[config.mk]
export PLATFORM = sky130hd
export DESIGN_NAME = scan_reg_bank
export DESIGN_NICKNAME = d
export VERILOG_FILES = /design/src/rtl/scan_reg_pkg.sv /design/src/rtl/scan_sr_seg.sv /design/src/rtl/scan_reg_bank.sv
export SDC_FILE = /design/constraint.sdc
export NUM_CORES = 1
export LEC_CHECK = 0
export BUFFER_PORTS_ARGS = -buffer_cell sky130_fd_sc_hd__clkbuf_2
export CAP_MARGIN = 30
export CORE_MARGIN = 8
export CORE_UTILIZATION = 55
export DETAILED_ROUTE_END_ITERATION = 8
export PLACE_DENSITY_LB_ADDON = 0.12
export RECOVER_POWER = 50
export SYNTH_ARGS = -nofsm -noshare
export SYNTH_HDL_FRONTEND = slang
export SYNTH_SLANG_ARGS = --single-unit
[constraint.sdc]
create_clock -name clk -period 5.25 [get_ports clk]
set_clock_uncertainty 0.05 [all_clocks]
set_input_delay 1.05 -clock clk [delete_from_list [all_inputs] [get_ports clk]]
set_output_delay 1.05 -clock clk [all_outputs]
set_load 0.02 [all_outputs]
[src/rtl/scan_reg_pkg.sv]
// ---------------------------------------------------------------------------
// scan_reg_pkg
//   Shared constants and types for the scan control/status register bank.
//   Contents:
//     - geometry: segment count, CR/SR widths, SR field layout
//     - reg_state_t : request-handling FSM states
//     - reg_op_t    : latched operation kind
//     - reg_req_t   : request captured when the bank is idle
// ---------------------------------------------------------------------------
package scan_reg_pkg;

    localparam int NUM_SEG     = 4;
    localparam int SEG_W       = 2;
    localparam int CR_W        = 17;
    localparam int SR_W        = 15;

    // Status register layout: [14:8] write counter, [7:0] sticky flags.
    localparam int FLAG_LSB    = 0;
    localparam int FLAG_W      = 8;
    localparam int CNT_LSB     = 8;
    localparam int CNT_W       = 7;
    localparam int CNT_MAX     = 127;

    // In an SR write, this data bit requests a counter clear.
    localparam int CNT_CLR_BIT = 16;

    localparam int EVT_W       = NUM_SEG * FLAG_W;
    localparam int LAT_W       = 3;

    typedef enum logic [1:0] {
        IDLE,
        BUSY,
        ACK
    } reg_state_t;

    typedef enum logic {
        OP_READ,
        OP_WRITE
    } reg_op_t;

    typedef struct packed {
        reg_op_t          op;
        logic             sel;    // 0 = CR, 1 = SR
        logic [SEG_W-1:0] seg;
        logic [CR_W-1:0]  wdata;
    } reg_req_t;

endpackage

[src/rtl/scan_sr_seg.sv]
// ---------------------------------------------------------------------------
// scan_sr_seg
//   Status register for one segment. It holds 8 sticky event flags and a
//   7-bit saturating counter of CR writes.
//   Ports:
//     clk, rst_n : clock and asynchronous active-low reset
//     evt        : per-cycle event strobes; each one sets its flag
//     w1c_en     : apply w1c_mask as a write-1-to-clear this cycle
//     w1c_mask   : flags to clear
//     cnt_clr    : clear the counter
//     cnt_inc    : count one CR write, saturating at CNT_MAX
//     sr         : {counter, flags}
// ---------------------------------------------------------------------------
module scan_sr_seg
    import scan_reg_pkg::*;
(
    input  logic              clk,
    input  logic              rst_n,
    input  logic [FLAG_W-1:0] evt,
    input  logic              w1c_en,
    input  logic [FLAG_W-1:0] w1c_mask,
    input  logic              cnt_clr,
    input  logic              cnt_inc,
    output logic [SR_W-1:0]   sr
);

    logic [FLAG_W-1:0] flags_q, flags_d;
    logic [CNT_W-1:0]  cnt_q,   cnt_d;

    always_comb begin
        // NOTE: every output of a combinational block gets a default first.
        // A missing branch would otherwise infer a latch.
        flags_d = flags_q;
        cnt_d   = cnt_q;

        if (w1c_en) begin
            flags_d = flags_d & ~w1c_mask;
        end
        // The OR is applied after the clear so that a hardware event wins
        // over a same-cycle W1C of the same bit.
        flags_d = flags_d | evt;

        if (cnt_clr) begin
            cnt_d = '0;
        end else if (cnt_inc && (cnt_q != CNT_W'(CNT_MAX))) begin
            cnt_d = cnt_q + 1'b1;
        end
    end

    // NOTE: sequential state is updated with non-blocking assignments only.
    // Every register then samples pre-edge values, whatever the block order.
    always_ff @(posedge clk or negedge rst_n) begin
        if (!rst_n) begin
            flags_q <= '0;
            cnt_q   <= '0;
        end else begin
            flags_q <= flags_d;
            cnt_q   <= cnt_d;
        end
    end

    assign sr[CNT_LSB +: CNT_W]   = cnt_q;
    assign sr[FLAG_LSB +: FLAG_W] = flags_q;

endmodule

[src/rtl/scan_reg_bank.sv]
// ---------------------------------------------------------------------------
// scan_reg_bank
//   Control/status register bank placed behind the group scan register
//   interface. It has four 17-bit control registers (CR), one per segment,
//   which drive the core through cr_out. It has four 15-bit status
//   registers (SR), each holding sticky event flags and a saturating
//   CR-write counter.
//
//   Each request is accepted in IDLE. It is completed ACK_LAT cycles later
//   with a one-cycle reg_ready pulse. Only one request is in flight at a
//   time. Requests that arrive while the bank is busy are dropped and are
//   not queued.
//
//   Parameters:
//     ACK_LAT : request-to-ready latency in cycles (legal range 1..7)
//     CR_RST  : reset value of every control register
//   Ports:
//     clk, rst_n        : clock and asynchronous active-low reset
//     reg_wen, reg_ren  : write/read strobes (a write wins if both are high)
//     seg_id, id_sel    : target segment; 0 = CR, 1 = SR
//     cr_wdata          : write data (CR value, or W1C mask and clear bit)
//     cr_rdata/sr_rdata : read data; each holds until the next read of its
//                         own type
//     reg_ready         : one-cycle completion pulse
//     hw_evt            : event strobes, byte s belongs to segment s
//     cr_out            : all CRs flattened, CR s at [17*s +: 17]
// ---------------------------------------------------------------------------
module scan_reg_bank
    import scan_reg_pkg::*;
#(
    parameter int              ACK_LAT = 2,
    parameter logic [CR_W-1:0] CR_RST  = 17'h00000
)(
    input  logic                    clk,
    input  logic                    rst_n,
    input  logic                    reg_wen,
    input  logic                    reg_ren,
    input  logic [SEG_W-1:0]        seg_id,
    input  logic                    id_sel,
    input  logic [CR_W-1:0]         cr_wdata,
    output logic [CR_W-1:0]         cr_rdata,
    output logic [SR_W-1:0]         sr_rdata,
    output logic                    reg_ready,
    input  logic [EVT_W-1:0]        hw_evt,
    output logic [NUM_SEG*CR_W-1:0] cr_out
);

    localparam logic [LAT_W-1:0] LAT = LAT_W'(ACK_LAT);

    reg_state_t       state_q;
    logic [LAT_W-1:0] cnt_q;
    reg_req_t         req_q;
    logic             ready_q;
    logic [CR_W-1:0]  cr_rdata_q;
    logic [SR_W-1:0]  sr_rdata_q;
    logic [CR_W-1:0]  cr_q [NUM_SEG];
    logic [SR_W-1:0]  sr_all [NUM_SEG];

    // The last BUSY cycle. Request effects are committed on this edge.
    logic done;
    assign done = (state_q == BUSY) && (cnt_q == LAT);

    // -----------------------------------------------------------------------
    // Request FSM, CR storage and read-data registers
    // -----------------------------------------------------------------------
    always_ff @(posedge clk or negedge rst_n) begin
        if (!rst_n) begin
            state_q    <= IDLE;
            cnt_q      <= '0;
            req_q      <= '0;
            ready_q    <= 1'b0;
            cr_rdata_q <= '0;
            sr_rdata_q <= '0;
            // NOTE: the CR array is only four registers, and each one must
            // come out of reset at CR_RST. It is therefore reset explicitly,
            // unlike a RAM.
            for (int s = 0; s < NUM_SEG; s++) begin
                cr_q[s] <= CR_RST;
            end
        end else begin
            ready_q <= 1'b0;
            unique case (state_q)
                IDLE: begin
                    if (reg_wen || reg_ren) begin
                        req_q.op    <= reg_wen ? OP_WRITE : OP_READ;
                        req_q.sel   <= id_sel;
                        req_q.seg   <= seg_id;
                        req_q.wdata <= cr_wdata;
                        cnt_q       <= LAT_W'(1);
                        state_q     <= BUSY;
                    end
                end

                BUSY: begin
                    if (cnt_q == LAT) begin
                        cnt_q   <= '0;
                        ready_q <= 1'b1;
                        state_q <= ACK;
                        if (req_q.op == OP_WRITE) begin
                            // SR writes are committed inside scan_sr_seg.
                            if (!req_q.sel) begin
                                cr_q[req_q.seg] <= req_q.wdata;
                            end
                        end else if (!req_q.sel) begin
                            cr_rdata_q <= cr_q[req_q.seg];
                        end else begin
                            sr_rdata_q <= sr_all[req_q.seg];
                        end
                    end else begin
                        cnt_q <= cnt_q + 1'b1;
                    end
                end

                ACK: begin
                    state_q <= IDLE;
                end

                default: begin
                    state_q <= IDLE;
                end
            endcase
        end
    end

    // -----------------------------------------------------------------------
    // Per-segment status registers
    // -----------------------------------------------------------------------
    for (genvar s = 0; s < NUM_SEG; s++) begin : g_seg
        logic hit;
        logic sr_wr;
        logic cr_wr;

        assign hit   = done && (req_q.op == OP_WRITE) && (req_q.seg == SEG_W'(s));
        assign sr_wr = hit &&  req_q.sel;
        assign cr_wr = hit && !req_q.sel;

        scan_sr_seg u_sr (
            .clk      (clk),
            .rst_n    (rst_n),
            .evt      (hw_evt[FLAG_W*s +: FLAG_W]),
            .w1c_en   (sr_wr),
            .w1c_mask (req_q.wdata[FLAG_LSB +: FLAG_W]),
            .cnt_clr  (sr_wr && req_q.wdata[CNT_CLR_BIT]),
            .cnt_inc  (cr_wr),
            .sr       (sr_all[s])
        );

        assign cr_out[CR_W*s +: CR_W] = cr_q[s];
    end

    assign cr_rdata  = cr_rdata_q;
    assign sr_rdata  = sr_rdata_q;
    assign reg_ready = ready_q;

endmodule
# After elaboration in Yosys (flattened, before gate mapping)
# Index checks and enable logic that the tools add are counted.
[word_totals] output_inout_bits=101 regBits=187 in_bits=56 elab_cells=119
[op_classes] reduce_logical=38 n_bitwise=12 magnitude_cmp=2 add_sub_neg=5 n_eq_ne=11 muxes=30
[op_table] op="bitwise mux 68 bit" count=1
[op_table] op="two-way mux 7 bit" count=8
[op_table] op="two-way mux 17 bit" count=3
[op_table] op="binary-select mux 17 bit (select 2 bit)" count=1
[op_table] op="demux 17 bit (select 2 bit)" count=1
[op_table] op="AND 8 bit" count=4
[op_table] op="two-way mux 8 bit" count=4
[op_table] op="bitwise OR 8 bit" count=4
[op_table] op="binary-select mux 15 bit (select 2 bit)" count=1
[op_table] op="two-way mux 15 bit" count=2
[op_table] op="adder 7 x 1 -> 7 bit (second input constant)" count=4
[op_table] op="inequality test 7 bit (second input constant)" count=4
[op_table] op="logical AND 1 bit" count=23
[op_table] op="AND reduction 4 bit" count=3
[op_table] op="nonzero test 2 bit" count=5
[op_table] op="inverter 8 bit" count=1
[op_table] op="two-way mux 3 bit" count=2
[op_table] op="case mux 3 bit (2 select lines)" count=1
[op_table] op="AND reduction 2 bit" count=3
[op_table] op="equality test 2 x 1 -> 1 bit (second input constant)" count=2
[op_table] op="equality test 2 bit (second input constant)" count=2
[op_table] op="logical NOT 2 bit" count=2
[op_table] op="two-way mux 2 bit" count=2
[op_table] op="case mux 2 bit (2 select lines)" count=1
[op_table] op="11 further kinds" count=14

# Depth between registers and ports, before layout
# Gate-level depths: netlist of run 1.
[logic_depth] depth_word=8 mapped_depth=8 ltp_nobuf=5

# Modules after synthesis
# From an unflattened synthesis of run 1, not the netlist that was laid out.
[unflattened] hier_cells=643 hier_area_um2=8414.3
[by_module_without_submodules] module="scan_reg_bank" cells_per_inst=391 seq_area_each_um2=3178.0 n_inst=1 area_per_inst_um2=5721.7
[by_module_without_submodules] module="scan_sr_seg" cells_per_inst=63 seq_area_each_um2=375.4 n_inst=4 area_per_inst_um2=673.1

# Least setup slack after synthesis of run 1
# OpenSTA, ideal clock, no wires.
[synth_path] path_kind="input to register" start="in reg_ren" end="reg req_q[10] (netlist name)" required_ns=5.075 arrival_ns=2.390 path_slack_ns=2.685 path_stages=4 n_path_buf=1 setup_time_ns=0.125 cell_sequence="nor2_1 -> nor3_1 -> clkbuf_1 -> mux2_2"
[synth_between] elab_chain_cells=2
[synth_rtl] item="from (decl)" line_no="scan_reg_bank.sv:37" rtl="input logic reg_ren,"
[synth_rtl] item="logical OR 1 bit" line_no="scan_reg_bank.sv:84" rtl="if (reg_wen || reg_ren) begin"
[synth_rtl] item="AND reduction 2 bit (no line)"
[synth_rtl] item="to (decl)" line_no="scan_reg_bank.sv:52" rtl="reg_req_t req_q;"
# No other way between the ends.
# A chain may end at the register's enable or synchronous reset.

==> results of run 1 <==
-- kinds of logic after synthesis --
group,synth area share (%)
AO/OA/AOI/OAI,7.31
buffers and inverters,2.70
AND/OR/NAND/NOR,17.7
multiplexers,15.9
flip-flops,55.8
adder cells (fa/ha/maj),0.597
-- power groups by stage --
| stage | Clock [W] | Combinational [W] | Sequential [W] |
|---|---|---|---|
| floorplan | 0 | 0.000936 | 0.00242 |
| global placement | 0 | 0.00157 | 0.00239 |
| detailed placement | 0 | 0.00160 | 0.00242 |
| CTS | 0.00133 | 0.00161 | 0.00239 |
| global route | 0.00139 | 0.00176 | 0.00242 |
| finish | 0.00131 | 0.00161 | 0.00236 |
-- per-stage QoR --
| step | utilization (%) | hold slack, ps | cells | area [µm²] |
|---|---|---|---|---|
| finish | 66.0 | 425 | 1097 | 9920 |
| global route | 66.0 | 439 | 1097 | 9920 |
| floorplan | - | 394 | 754 | 8390 |
| detailed placement | 62.2 | 412 | 1064 | 9350 |
| global placement | 62.0 | 403 | 1061 | 9330 |
| CTS | 66.3 | 428 | 1096 | 9960 |
-- sequential cells by signal, indices dropped and copies added (netlist names) --
name                count
cr_out                 68
g_seg.u_sr.flags_q     32
g_seg.u_sr.cnt_q       28
req_q                  21
cr_rdata               17
sr_rdata               15
cnt_q                   3
state_q                 2
reg_ready               1
-- final timing paths --
kind	endpoint	slack (ps)	cells after the start
max reg2reg	g_seg[0].u_sr.cnt_q[3]	2260	4
max	req_q[17]	1830	1
max in group clk	g_seg[0].u_sr.cnt_q[3]	2260	4
min reg2reg	g_seg[0].u_sr.flags_q[4]	430	1
min	g_seg[0].u_sr.flags_q[4]	430	1
min in group asynchronous	sr_rdata[13]	1480	1
-- synthesized netlist by cell type (5+ instances only) --
cell      number
or4_1          7
buf_2          7
inv_1         13
nor3_1         5
mux4_2        32
o21ai_1        5
o21ai_0        9
a21oi_1       16
dfrtp_1      187
a21o_1        37
mux2_2        52
nand3_1       13
or3_1          6
o21a_1         7
clkbuf_1      35
nand2_1      249
and4_1         6
nand4_1        5
-- per-layer routing --
layer / vias to the layer above / global-route usage (%)
met4: 0 / 7.22
met2: 265 / 37.9
li1: 2896 / -
met5: - / 0
met3: 30 / 6.81
met1: 3241 / 29.3
-- layout make-up --
type / instances / share of cell area, %
sequential: 187 / 47.2
clock buffer: 21 / 4.84
multi-input combinational: 509 / 35.3
timing repair buffer: 168 / 8.42
clock inverter: 11 / 1.35
tap: 188 / 2.37
inverter: 13 / 0.492
==> impl_metrics.json, run 1 <==
{
  "synth_seq_cells": 187,
  "worstReg2RegStart": "req_q[17]",
  "swShare_pct": 38.1,
  "path_buf_inv": 1,
  "slowest_stage": "clkbuf_2",
  "hold_start": "g_seg[0].u_sr.flags_q[4]",
  "route.top_layer_used": "met4",
  "netlist_instances": 754,
  "power_frac_seq_pct": 44.7,
  "seq_area_mm2": 0.00468,
  "period_share_pct": 65.1,
  "portBuffers": 156,
  "wl_um": 21900,
  "final_cell_mix": "249 x nand2_1, 185 x dfrtp_1, 112 x clkbuf_2",
  "worstPathRequired_ps": 4910,
  "wl_per_cell_um": 20.0,
  "yosysWarnings": 0,
  "antenna_cells": 0,
  "synth_area_mm2": 0.00839,
  "cp_max_fo": 116,
  "grt_max_degree": 117,
  "cellPowerDensity_mw_per_mm2": 533,
  "ys_top_cells_by_area": "dfrtp_1 56%, nand2_1 11%, mux4_2 8.6%",
  "root_buffer": "clkbuf_16",
  "die_h_um": 140,
  "fp.dieArea_mm2": 0.0195,
  "crit_family": "buffers and inverters",
  "clkLatencyLatePin_ps": 430,
  "critPathLaunchType": "primary input",
  "dp_hpwl_um": 15300,
  "fillers": 1182,
  "finalSetupTns_ps": 0,
  "cts_tree": "done",
  "synthDistinctLibCells": 43,
  "synth_edf_count": 0,
  "pin_count": 157,
  "wl_met1_um": 9110,
  "antenna_found_initial": 0,
  "clkPwrFrac_pct": 24.8,
  "hold_viol_final": 0,
  "grt_pass1_vias": 6654,
  "clkSinkCount": 187,
  "drive_gt1_share_pct": 27.7,
  "avgSynthCellArea_um2": 11.1,
  "vdd_drop_max_v": 0.000315,
  "ys_seq_area_share_pct": 55.8,
  "period_needed_ps": 3420,
  "power.share.combinational_pct": 30.5,
  "die-width_um": 140,
  "critical-path-max-stage-delay_ps": 1950,
  "synth_top_area_share_pct": 55.8,
  "cap_violations": 1,
  "drc": 0,
  "overflow": 0,
  "final_common_cell": "nand2_1",
  "place_ws_ps": 2260,
  "layout.nets": 956,
  "grt_usage_pct": 23.2,
  "violations": "capacitance limit, slew limit",
  "core_mm2": 0.0150,
  "crit_chain": "clkbuf_2",
  "synth_top_cell_by_area": "dfrtp_1",
  "multi_input_area_mm2": 0.00351,
  "hp-class": "reg -> reg",
  "clkTransAtPathRegs_ps": 70,
  "rsz0062_at_grt": "false",
  "via_per_inst": 5.86,
  "placementRows": 45,
  "vias": 6432,
  "ant_nets": 0,
  "cts_buffer_depth": 2,
  "synth_top_flop_cell": "dfrtp_1",
  "wl_met2_um": 10700,
  "setup_viol": 0,
  "crit_type": "in -> async",
  "p_int_w": 0.00327,
  "async_flop_share_pct": 100,
  "p_leak_nw": 4.66,
  "post_cts_resized": 0,
  "fmax_mhz": 292,
  "startpoint": "rst_n",
  "p_total_w": 0.00529,
  "grt_pass1_wl_um": 35600,
  "cts_buffers": 17,
  "tightest_slew_ps": 2830,
  "postCtsSetupBuffers": 0,
  "wl_met3_um": 1750,
  "drtPass1Iterations": 5,
  "fin_ws_ps": 1830,
  "gp_congestion": 0.884,
  "holdBufCountCts": 0,
  "start_util_pct": 55.8,
  "cts.htree.levels": 4,
  "slew_violations": 117,
  "area_growth_pct": 18.3,
  "p_sw_w": 0.00201,
  "syn_nets": 814,
  "end_kind": "async pin",
  "critPathArrivalTime_ps": 3080,
  "drt-initial-drc-count": 526,
  "max_slew_margin_pct": -88.4,
  "status": "finished, violations left"
}
No activity file was read; power rests on OpenSTA's default activity.
==> run 2: changes to the inputs <==
==> constraint.sdc (replaced) <==
create_clock -name clk -period 3.2 [get_ports clk]
set_clock_uncertainty 0.05 [all_clocks]
set_input_delay 0.64 -clock clk [delete_from_list [all_inputs] [get_ports clk]]
set_output_delay 0.64 -clock clk [all_outputs]
set_load 0.02 [all_outputs]
==> run 2 against run 1 <==
  * The run still ends with capacitance limit, slew limit left
  * Register-to-register slack got worse by 1800 ps
  * Global-route usage increased by 0.54 points
  * Non-clock buffer count increased by 15
  * Flip-flop and latch count unchanged
  * Worst setup slack got worse by 1400 ps
  * First-iteration DRC count decreased by 17%
  * Power increased by 63%
  * Worst hold slack got worse by 91 ps
  * Sequential share of layout area decreased by 0.28 points
  * Largest cell class unchanged
  * Highest routed layer is now met5
==> impl_metrics.json, run 2 (synthesis results as in run 1) <==
{
  "layout.nets": 971,
  "tightest_slew_ps": 1970,
  "area_growth_pct": 19.0,
  "vias": 6504,
  "antenna_cells": 0,
  "final_common_cell": "nand2_1",
  "drive_gt1_share_pct": 28.9,
  "final_core_util_pct": 66.4,
  "status": "finished, violations left",
  "largest_reg_flops": 68,
  "dp_hpwl_um": 15700,
  "fillers": 1188,
  "cts_buffer_depth": 2,
  "overflow": 0,
  "root_buffer": "clkbuf_16",
  "power.share.combinational_pct": 31.2,
  "finalSetupTns_ps": 0,
  "post_cts_resized": 0,
  "clkSinkCount": 187,
  "grt_pass1_wl_um": 36500,
  "max_slew_margin_pct": -31.1,
  "portBuffers": 156,
  "p_total_w": 0.00863,
  "rsz0062_at_grt": "false",
  "worstPathRequired_ps": 3490,
  "place_ws_ps": 554,
  "cellPowerDensity_mw_per_mm2": 864,
  "period_share_pct": 85.2,
  "hold_start": "hw_evt[26]",
  "via_per_inst": 5.85,
  "hp-class": "in -> reg",
  "startpoint": "cnt_q[0]",
  "core_mm2": 0.0150,
  "wl_per_cell_um": 20.1,
  "violations": "capacitance limit, slew limit",
  "fin_ws_ps": 473,
  "p_int_w": 0.00530,
  "end_kind": "flip-flop",
  "antenna_found_initial": 1,
  "p_sw_w": 0.00333,
  "drc": 0,
  "crit_type": "reg -> reg",
  "critPathArrivalTime_ps": 3020,
  "clkPwrFrac_pct": 24.1,
  "final_cell_mix": "249 x nand2_1, 185 x dfrtp_1, 118 x clkbuf_2",
  "gp_congestion": 0.897,
  "die-width_um": 140,
  "slew_violations": 76,
  "dp_cells": 1080,
  "drtPass1Iterations": 4,
  "drt-initial-drc-count": 435,
  "cts_buffers": 17,
  "cts_tree": "done",
  "cts.htree.levels": 4,
  "postCtsSetupBuffers": 0,
  "grt_pass1_vias": 6786,
  "grt_usage_pct": 23.7,
  "start_util_pct": 55.8,
  "p_leak_nw": 4.70,
  "critPathLaunchType": "flip-flop",
  "cap_violations": 1,
  "fp.dieArea_mm2": 0.0195,
  "holdBufCountCts": 0,
  "wl_um": 22400,
  "pin_count": 157,
  "period_needed_ps": 2730,
  "wl_met3_um": 1610,
  "ant_nets": 0,
  "vdd_drop_max_v": 0.000430,
  "cp_max_fo": 19,
  "worstReg2RegStart": "cnt_q[0]",
  "fmax_mhz": 367,
  "route.top_layer_used": "met5",
  "hold_viol_final": 0,
  "setup_viol": 0,
  "wl_met1_um": 9580,
  "wl_met2_um": 10700,
  "clkLatencyLatePin_ps": 430,
  "die_h_um": 140,
  "power_frac_seq_pct": 44.8,
  "clkTransAtPathRegs_ps": 70,
  "placementRows": 45,
  "grt_max_degree": 77,
  "fin_cells": 1112,
  "swShare_pct": 38.6
}
run 2: metal layers:
layer	vias up	track usage [%]
met3	36	6.29
met4	2	8.03
met2	239	37.8
met5	-	0
met1	3289	31.0
li1	2938	-
run 2: final cells by class:
type / instances / area [µm²] / share of cell area (%)
clock inverter: 13 / 144 / 1.44
sequential: 187 / 4680 / 46.9
clock buffer: 19 / 433 / 4.34
multi-input combinational: 509 / 3510 / 35.1
tap: 188 / 235 / 2.36
inverter: 13 / 48.8 / 0.489
timing repair buffer: 183 / 933 / 9.35
run 2: worst paths after layout:
path                                                 end  slack, ps  cells past startpoint
worst min register to register  g_seg[2].u_sr.flags_q[5]        420                      1
max in group asynchronous                     cr_out[51]        890                      2
worst max-delay path              g_seg[0].u_sr.cnt_q[5]        470                      4
min in group asynchronous                   sr_rdata[12]        700                      1
worst min-delay path            g_seg[3].u_sr.flags_q[2]        330                      2
worst max register to register    g_seg[0].u_sr.cnt_q[5]        470                      4
run 2: power groups by stage:
stage | registers, W | clock network (W) | logic, W
after CTS | 0.00385 | 0.00210 | 0.00278
after global routing | 0.00395 | 0.00219 | 0.00292
after detailed placement | 0.00388 | 0 | 0.00277
after global placement | 0.00384 | 0 | 0.00270
final | 0.00386 | 0.00208 | 0.00269
after floorplan | 0.00397 | 0 | 0.00154
run 2: per-stage QoR:
step / area (µm²) / hold WS, ps
floorplan: 8390 / 294
global placement: 9480 / 403
detailed placement: 9480 / 413
CTS: 10100 / 199
global route: 9980 / 329
finish: 9980 / 334
run 2: critical path: stages (launching register included):
cell	delay (ps)
dfrtp_1	460
or3b_4	540
or4_1	810
or4_1	600
a21oi_1	180
==> run 3: changes to the inputs <==
--- a/config.mk
+++ b/config.mk
@@ -9,6 +9,7 @@
 export CAP_MARGIN = 30
 export CORE_MARGIN = 8
 export CORE_UTILIZATION = 55
+export CTS_BUF_LIST = sky130_fd_sc_hd__clkbuf_8
 export DETAILED_ROUTE_END_ITERATION = 8
 export PLACE_DENSITY_LB_ADDON = 0.12
 export RECOVER_POWER = 50
==> run 3 against run 2 <==
  * The flow still finishes with violations (capacitance limit, slew limit)
  * Clock-buffer cell count is 2 lower
  * Cell count stayed put
  * Global-route usage is 0.53 points lower
  * Utilization is 1.3 points lower
  * Power is 6.4% lower
  * Final area is 1.9% lower
  * Fmax is 0.17% lower
  * Worst setup slack worse by 4.7 ps
  * First-iteration DRC count is 17% higher
  * Register-to-register slack hardly changed
  * Clock power is 26% lower
  * Combinational power hardly changed
  * Critical endpoint unchanged
==> impl_metrics.json, run 3 (synthesis results as in run 1) <==
{
  "worstPathRequired_ps": 3520,
  "drc": 0,
  "postCtsSetupBuffers": 0,
  "critPathLaunchType": "flip-flop",
  "fin_cells": 1112,
  "grt_max_degree": 77,
  "violations": "capacitance limit, slew limit",
  "tightest_slew_ps": 1960,
  "ant_nets": 0,
  "period_share_pct": 85.4,
  "hp-class": "in -> reg",
  "area_growth_pct": 16.7,
  "start_util_pct": 55.8,
  "grt_usage_pct": 23.2,
  "crit_chain": "or3b_4 > or4_1 > or4_1 > a21oi_1",
  "antenna_found_initial": 1,
  "rsz0062_at_grt": "false",
  "cp_max_fo": 19,
  "p_leak_nw": 4.62,
  "clkTransAtPathRegs_ps": 90,
  "slowest_stage": "or4_1",
  "end_kind": "flip-flop",
  "status": "finished, violations left",
  "die_h_um": 140,
  "crit_family": "simple AND/OR/NAND/NOR gates",
  "largest_reg_flops": 68,
  "layout.nets": 971,
  "post_cts_resized": 0,
  "die-width_um": 140,
  "vias": 6444,
  "clkSinkCount": 187,
  "finalSetupTns_ps": 0,
  "holdBufCountCts": 0,
  "wl_um": 22000,
  "clkLatencyLatePin_ps": 460,
  "cellPowerDensity_mw_per_mm2": 825,
  "pin_count": 157,
  "final_cell_mix": "249 x nand2_1, 185 x dfrtp_1, 118 x clkbuf_2",
  "cp_common_cell": "or4_1",
  "cap_violations": 1,
  "gp_congestion": 0.897,
  "path_buf_inv": 0,
  "core_mm2": 0.0150,
  "via_per_inst": 5.79,
  "portBuffers": 156,
  "p_total_w": 0.00807,
  "cts_buffer_depth": 2,
  "final_common_cell": "nand2_1",
  "fillers": 1217,
  "cts_buffers": 17,
  "fmax_mhz": 366,
  "dp_cells": 1080,
  "hold_viol_final": 0,
  "root_buffer": "clkbuf_8",
  "drtPass1Iterations": 4,
  "final_core_util_pct": 65.1,
  "grt_pass1_vias": 6708,
  "placementRows": 45,
  "critPathArrivalTime_ps": 3050,
  "fp.dieArea_mm2": 0.0195,
  "max_slew_margin_pct": -30.4,
  "ff2ff_setup_slack_ps": 470,
  "dp_hpwl_um": 15700,
  "slew_violations": 76,
  "critical-path-max-stage-delay_ps": 810,
  "cts_tree": "done",
  "drive_gt1_share_pct": 28.9,
  "grt_pass1_wl_um": 35700,
  "vdd_drop_max_v": 0.000494,
  "setup_viol": 0,
  "overflow": 0,
  "drt-initial-drc-count": 511,
  "timing.hold.ws_ps": 305,
  "period_needed_ps": 2730,
  "wl_per_cell_um": 19.8,
  "cts.htree.levels": 4,
  "antenna_cells": 0,
  "crit_type": "reg -> reg"
}
[run 3: cell count changes in the layout (fill, tap and decap cells not counted)]
cell       change
clkbuf_1       -2
clkbuf_16     -17
clkbuf_8      +17
inv_1          +2
[run 3: stage by stage]
step | worst slack (ps) | area [µm²]
after floorplan | 939 | 8390
after global placement | 620 | 9480
after detailed placement | 554 | 9480
after CTS | 520 | 9870
after global routing | 337 | 9790
final | 469 | 9790
[run 3: final timing paths]
check	end	cells after the start	from
worst max-delay path	g_seg[0].u_sr.cnt_q[5]	4	cnt_q[0]
worst min-delay path	g_seg[3].u_sr.flags_q[5]	2	hw_evt[29]
worst max register to register	g_seg[0].u_sr.cnt_q[5]	4	cnt_q[0]
worst min register to register	g_seg[2].u_sr.flags_q[5]	1	g_seg[2].u_sr.flags_q[5]
max in group asynchronous	cr_out[26]	2	rst_n
min in group asynchronous	sr_rdata[12]	1	rst_n
[run 3: cell type report]
cell class / count / area, µm² / share of cell area, %
Clock buffer: 17 / 234 / 2.39
Timing Repair Buffer: 183 / 933 / 9.53
Sequential cell: 187 / 4680 / 47.8
Tap cell: 188 / 235 / 2.40
Inverter: 13 / 48.8 / 0.498
Clock inverter: 15 / 151 / 1.55
Multi-Input combinational cell: 509 / 3510 / 35.8
[run 3: layer usage]
layer,routed length (µm),up-vias,part of all wire (%),GRT usage (%)
met5,13,-,0.059,0
met4,384,2,1.7,7.57
met3,1450,30,6.6,6.53
met2,10500,215,48,37.0
met1,9600,3272,44,30.2
li1,-,2925,-,-
[run 3: where the power goes]
part | switching, W | total [W] | internal [W]
sequential | 0.000847 | 0.00385 | 0.00300
clock | 0.000851 | 0.00154 | 0.000693
combinational | 0.00155 | 0.00268 | 0.00113
